==> config.mk <==
export PLATFORM = sky130hd
export DESIGN_NAME = fetch_queue
export DESIGN_NICKNAME = d
export VERILOG_FILES = /design/src/rtl/fetch_queue.sv
export SDC_FILE = /design/constraint.sdc
export NUM_CORES = 1
export LEC_CHECK = 0
export ABC_AREA = 0
export CORE_MARGIN = 2
export CORE_UTILIZATION = 40
export DETAILED_ROUTE_END_ITERATION = 7
export GPL_TIMING_DRIVEN = 1
export SETUP_SLACK_MARGIN = 0.1
export SYNTH_ARGS = -nofsm -noshare
export SYNTH_HDL_FRONTEND = slang
export SYNTH_SLANG_ARGS = --single-unit
==> constraint.sdc <==
create_clock -name clock -period 3.95 [get_ports clock]
set_clock_uncertainty 0.2 [all_clocks]
set_input_delay 0.79 -clock clock [delete_from_list [all_inputs] [get_ports clock]]
set_output_delay 0.79 -clock clock [all_outputs]
set_load 0.05 [all_outputs]
==> src/rtl/fetch_queue.sv <==
// Fetch front end: owns the fetch PC, issues one instruction-memory request at a
// time, and buffers PC-tagged instructions for decode in a small circular queue.
module fetch_queue #(
  parameter int PC_WIDTH   = 9,
  parameter int INST_WIDTH = 32,
  parameter int DEPTH      = 2,
  parameter int RESET_PC   = 0
) (
  input  logic                  clock,
  input  logic                  reset,
  input  logic                  redirect,
  input  logic [PC_WIDTH-1:0]   redirect_pc,
  output logic                  imem_req,
  output logic [PC_WIDTH-1:0]   imem_addr,
  input  logic                  imem_ack,
  input  logic [INST_WIDTH-1:0] imem_rdata,
  output logic                  inst_valid,
  output logic [INST_WIDTH-1:0] inst,
  output logic [PC_WIDTH-1:0]   inst_pc,
  input  logic                  inst_ready
);

  // state | meaning
  // IDLE  | no request outstanding (queue full, or just out of reset)
  // REQ   | request outstanding, response will be enqueued
  // DROP  | request outstanding, response discarded after a redirect
  typedef enum logic [1:0] {S_IDLE, S_REQ, S_DROP} state_t;

  localparam int AW = (DEPTH > 1) ? $clog2(DEPTH) : 1;
  localparam int CW = $clog2(DEPTH) + 1;
  localparam logic [CW-1:0]       DEPTH_C  = CW'(DEPTH);
  localparam logic [PC_WIDTH-1:0] RST_PC_C = PC_WIDTH'(RESET_PC);

  state_t                r_state, w_state_next;
  logic [PC_WIDTH-1:0]   r_fetch_pc, w_fetch_pc_next;
  logic [PC_WIDTH-1:0]   r_pend_pc, w_pend_pc_next;
  logic [CW-1:0]         r_count, w_count_next;
  logic [AW-1:0]         r_head, r_tail;
  logic [INST_WIDTH-1:0] r_q_inst [DEPTH];
  logic [PC_WIDTH-1:0]   r_q_pc   [DEPTH];

  logic w_enq, w_pop, w_flush;

  assign w_flush = redirect;
  assign w_enq   = (r_state == S_REQ) && imem_ack && !redirect;
  assign w_pop   = inst_ready && (r_count != '0);

  always_comb begin
    w_count_next = r_count;
    if (w_flush)
      w_count_next = '0;
    else
      w_count_next = r_count + CW'(w_enq) - CW'(w_pop);
  end

  always_comb begin
    w_state_next    = r_state;
    w_fetch_pc_next = r_fetch_pc;
    w_pend_pc_next  = r_pend_pc;
    case (r_state)
      S_IDLE: begin
        if (redirect) begin
          w_fetch_pc_next = redirect_pc;
          w_state_next    = S_REQ;
        end else if (r_count < DEPTH_C) begin
          w_state_next = S_REQ;
        end
      end
      S_REQ: begin
        if (imem_ack && redirect) begin
          w_fetch_pc_next = redirect_pc;
          w_state_next    = S_REQ;
        end else if (imem_ack) begin
          w_fetch_pc_next = r_fetch_pc + PC_WIDTH'(1);
          w_state_next    = (w_count_next < DEPTH_C) ? S_REQ : S_IDLE;
        end else if (redirect) begin
          // address must hold until the ack, so park the target
          w_pend_pc_next = redirect_pc;
          w_state_next   = S_DROP;
        end
      end
      S_DROP: begin
        if (redirect)
          w_pend_pc_next = redirect_pc;
        if (imem_ack) begin
          w_fetch_pc_next = redirect ? redirect_pc : r_pend_pc;
          w_state_next    = S_REQ;
        end
      end
      default: w_state_next = S_IDLE;
    endcase
  end

  always_ff @(posedge clock or negedge reset) begin
    if (!reset) begin
      r_state    <= S_IDLE;
      r_fetch_pc <= RST_PC_C;
      r_pend_pc  <= RST_PC_C;
    end else begin
      r_state    <= w_state_next;
      r_fetch_pc <= w_fetch_pc_next;
      r_pend_pc  <= w_pend_pc_next;
    end
  end

  always_ff @(posedge clock or negedge reset) begin
    if (!reset) begin
      r_count <= '0;
      r_head  <= '0;
      r_tail  <= '0;
      for (int i = 0; i < DEPTH; i++) begin
        r_q_inst[i] <= '0;
        r_q_pc[i]   <= '0;
      end
    end else begin
      r_count <= w_count_next;
      if (w_flush) begin
        r_head <= '0;
        r_tail <= '0;
      end else begin
        if (w_enq) begin
          r_q_inst[r_tail] <= imem_rdata;
          r_q_pc[r_tail]   <= r_fetch_pc;
          r_tail           <= r_tail + AW'(1);
        end
        if (w_pop)
          r_head <= r_head + AW'(1);
      end
    end
  end

  assign imem_req   = (r_state == S_REQ) || (r_state == S_DROP);
  assign imem_addr  = r_fetch_pc;
  assign inst_valid = (r_count != '0);
  assign inst       = r_q_inst[r_head];
  assign inst_pc    = r_q_pc[r_head];

endmodule

==> qor.csv <==
metric;value;unit
final_nets;522;
place_area;6210;um^2
ctsRootBufferMaster;clkbuf_16;
path_clk_slew;0.07;ns
core;12500;um^2
h-tree-depth;3;
arrival;2.44;ns
timing.critical_path.from_type;flip-flop;
die_w;117;um
clkSinkCount;106;
avgSynthCellArea;13.6;um^2
viasPerCell;5.14;
ant_nets;0;
place_inst;630;
max_cap_viol_count;0;
hpwl;7.34;mm
drtIter0Drc;97;
crit_required;2.96;ns
grt_first_pass_wirelength;17.5;mm
rsz0062_at_grt;false;
ios;98;
hold_viol_final;0;
powerDensity;988;nW/um^2
synth_edf_count;0;
area_growth;29.0;%
fin_area;6540;um^2
critPathKind;flip-flop to output pin;
drive_above_1_share;0.350;
die-area;13600;um^2
power;6.46;mW
antenna_cells;0;
cts_buffers;9;
antenna_found_initial;0;
setup_slack;0.523;ns
grt_pass1_vias;3404;
ys_warn_count;0;
cts_tree;yes;
ir_drop;0.430;mV
grtUsageTotal;0.169;
ys_async_sr_fraction;1.00;
synth.distinct_cells;48;
start_util;0.405;
min_period;3.43;ns
die_y;117;um
drc;0;
ys_seq_area_frac;0.523;
hold_buffers;0;
fin_cells;646;
clock_path_buffers;2;
gp_congestion;0.785;
tns;0;ns
final.period_utilization;0.868;
synth-seq-cells;106;
core.rowCount;41;
clk-insertion-delay-late;0.35;ns
worst_pin_slew;0.820;ns
vias;3322;
cts.repair.resized;0;
cts_setup_buffers;0;
setup_violations;0;
hp-class;flip-flop to flip-flop;
crit_path_max_fanout;23;
maxSlewHeadroom;0.453;
end_kind;output pin;
routedWlPerCell;16.9;um
port_buffers;97;
slew_viol_final;0;
grt_max_degree;64;
p_leak;2.79;nW
status;complete, no violations;
grt_overflow;0;
netlist_area;5070;um^2
drt-total-wl;10.9;mm
synth_nets;427;
synth_flop_cell;dfrtp_1;
syn_inst;374;
dr.pass1.iters;4;
fmax;292;MHz
pre_cts_slack;0.392;ns
-- layer usage --
metal / wire, um / vias to the layer above / track usage
met5: 0 / - / 0
met3: 439 / 11 / 0.0394
li1: - / 1544 / -
met1: 5100 / 1686 / 0.225
met2: 5220 / 81 / 0.276
met4: 146 / 0 / 0.0541
-- flip-flops by register name (all words and copies together), names as in the netlist --
name / count
imem_addr: 9
r_count: 2
r_head: 1
r_pend_pc: 9
r_q_inst: 64
r_q_pc: 18
r_state: 2
r_tail: 1
-- layout make-up --
cell class,instances,area (um^2)
fill,1159,5970
inverter,9,33.8
timing repair buffer,103,1040
clock inverter,4,73.8
tap,172,215
multi-input combinational,240,2270
sequential,106,2650
clock buffer,12,256
-- through the flow --
stage                     utilization  hold slack (ns)
final                           0.523            0.287
after detailed placement        0.496            0.277
after global routing            0.523            0.315
after floorplan                     -            0.254
after global placement          0.496            0.264
after CTS                       0.523            0.292
-- cell usage after synthesis (2+ instances only) --
cell,instances,area share
a21o_1,2,0.0030
a21oi_1,8,0.0079
a22oi_1,2,0.0030
a32o_1,2,0.0039
a32oi_1,4,0.0069
buf_2,9,0.0089
buf_4,6,0.0089
buf_6,2,0.0044
clkbuf_1,2,0.0015
dfrtp_1,106,0.52
ha_1,7,0.017
inv_1,9,0.0067
mux2_1,3,0.0067
mux2_2,132,0.29
mux2i_1,6,0.012
nand2_1,11,0.0081
nand3_1,8,0.0079
nor2_1,11,0.0081
nor2b_1,4,0.0049
o21ai_0,5,0.0049
o221ai_1,2,0.0035
o22ai_1,2,0.0025
or2_2,3,0.0037
xnor2_1,4,0.0069
-- worst paths after layout --
kind / cells after the start / slack (ns) / to / start
max in group asynchronous: 2 / 2.36 / r_q_inst[28] / reset
min reg2reg: 1 / 0.29 / r_q_inst[37] / r_q_inst[37]
max: 3 / 0.52 / inst[0] / r_head
min in group asynchronous: 1 / 0.33 / r_q_inst[21] / reset
max reg2reg: 12 / 1.08 / r_state[0] / r_state[1]
min: 1 / 0.29 / r_q_inst[37] / r_q_inst[37]
-- placed cells by master (no fill, tap or decap), types with 3 or more instances in the layout --
master	count
inv_1	9
a21oi_1	8
clkbuf_16	9
xnor2_1	4
clkdlybuf4s50_1	96
nor2_1	11
ha_1	7
or2_2	3
a32oi_1	4
nor2b_1	4
mux2i_1	6
nand3_1	8
nand2_1	10
mux2_2	132
dfrtp_1	105
buf_4	5
mux2_1	3
o21ai_0	5
-- worst max-delay path, stage by stage (launching register included) --
cell	delay, ns
dfrtp_2	0.73
buf_12	0.27
mux2_2	0.36
clkdlybuf4s50_1	0.72
-- cells by family after synthesis --
family,count (synthesis),synth area share
mux,141,0.312
flops,106,0.523
fa+ha+maj,7,0.0173
compound gates,41,0.0597
xor+xnor,6,0.0131
buf+inv,28,0.0303
simple gates,45,0.0449
-- report_power, final --
group          total [mW]  internal (mW)  switching, mW  leakage (nW)
Clock               0.984          0.590          0.394         0.163
Combinational        3.53           1.51           2.02          1.31
Sequential           1.94           1.59          0.350          1.31
Power figures use the tool's default switching activity.
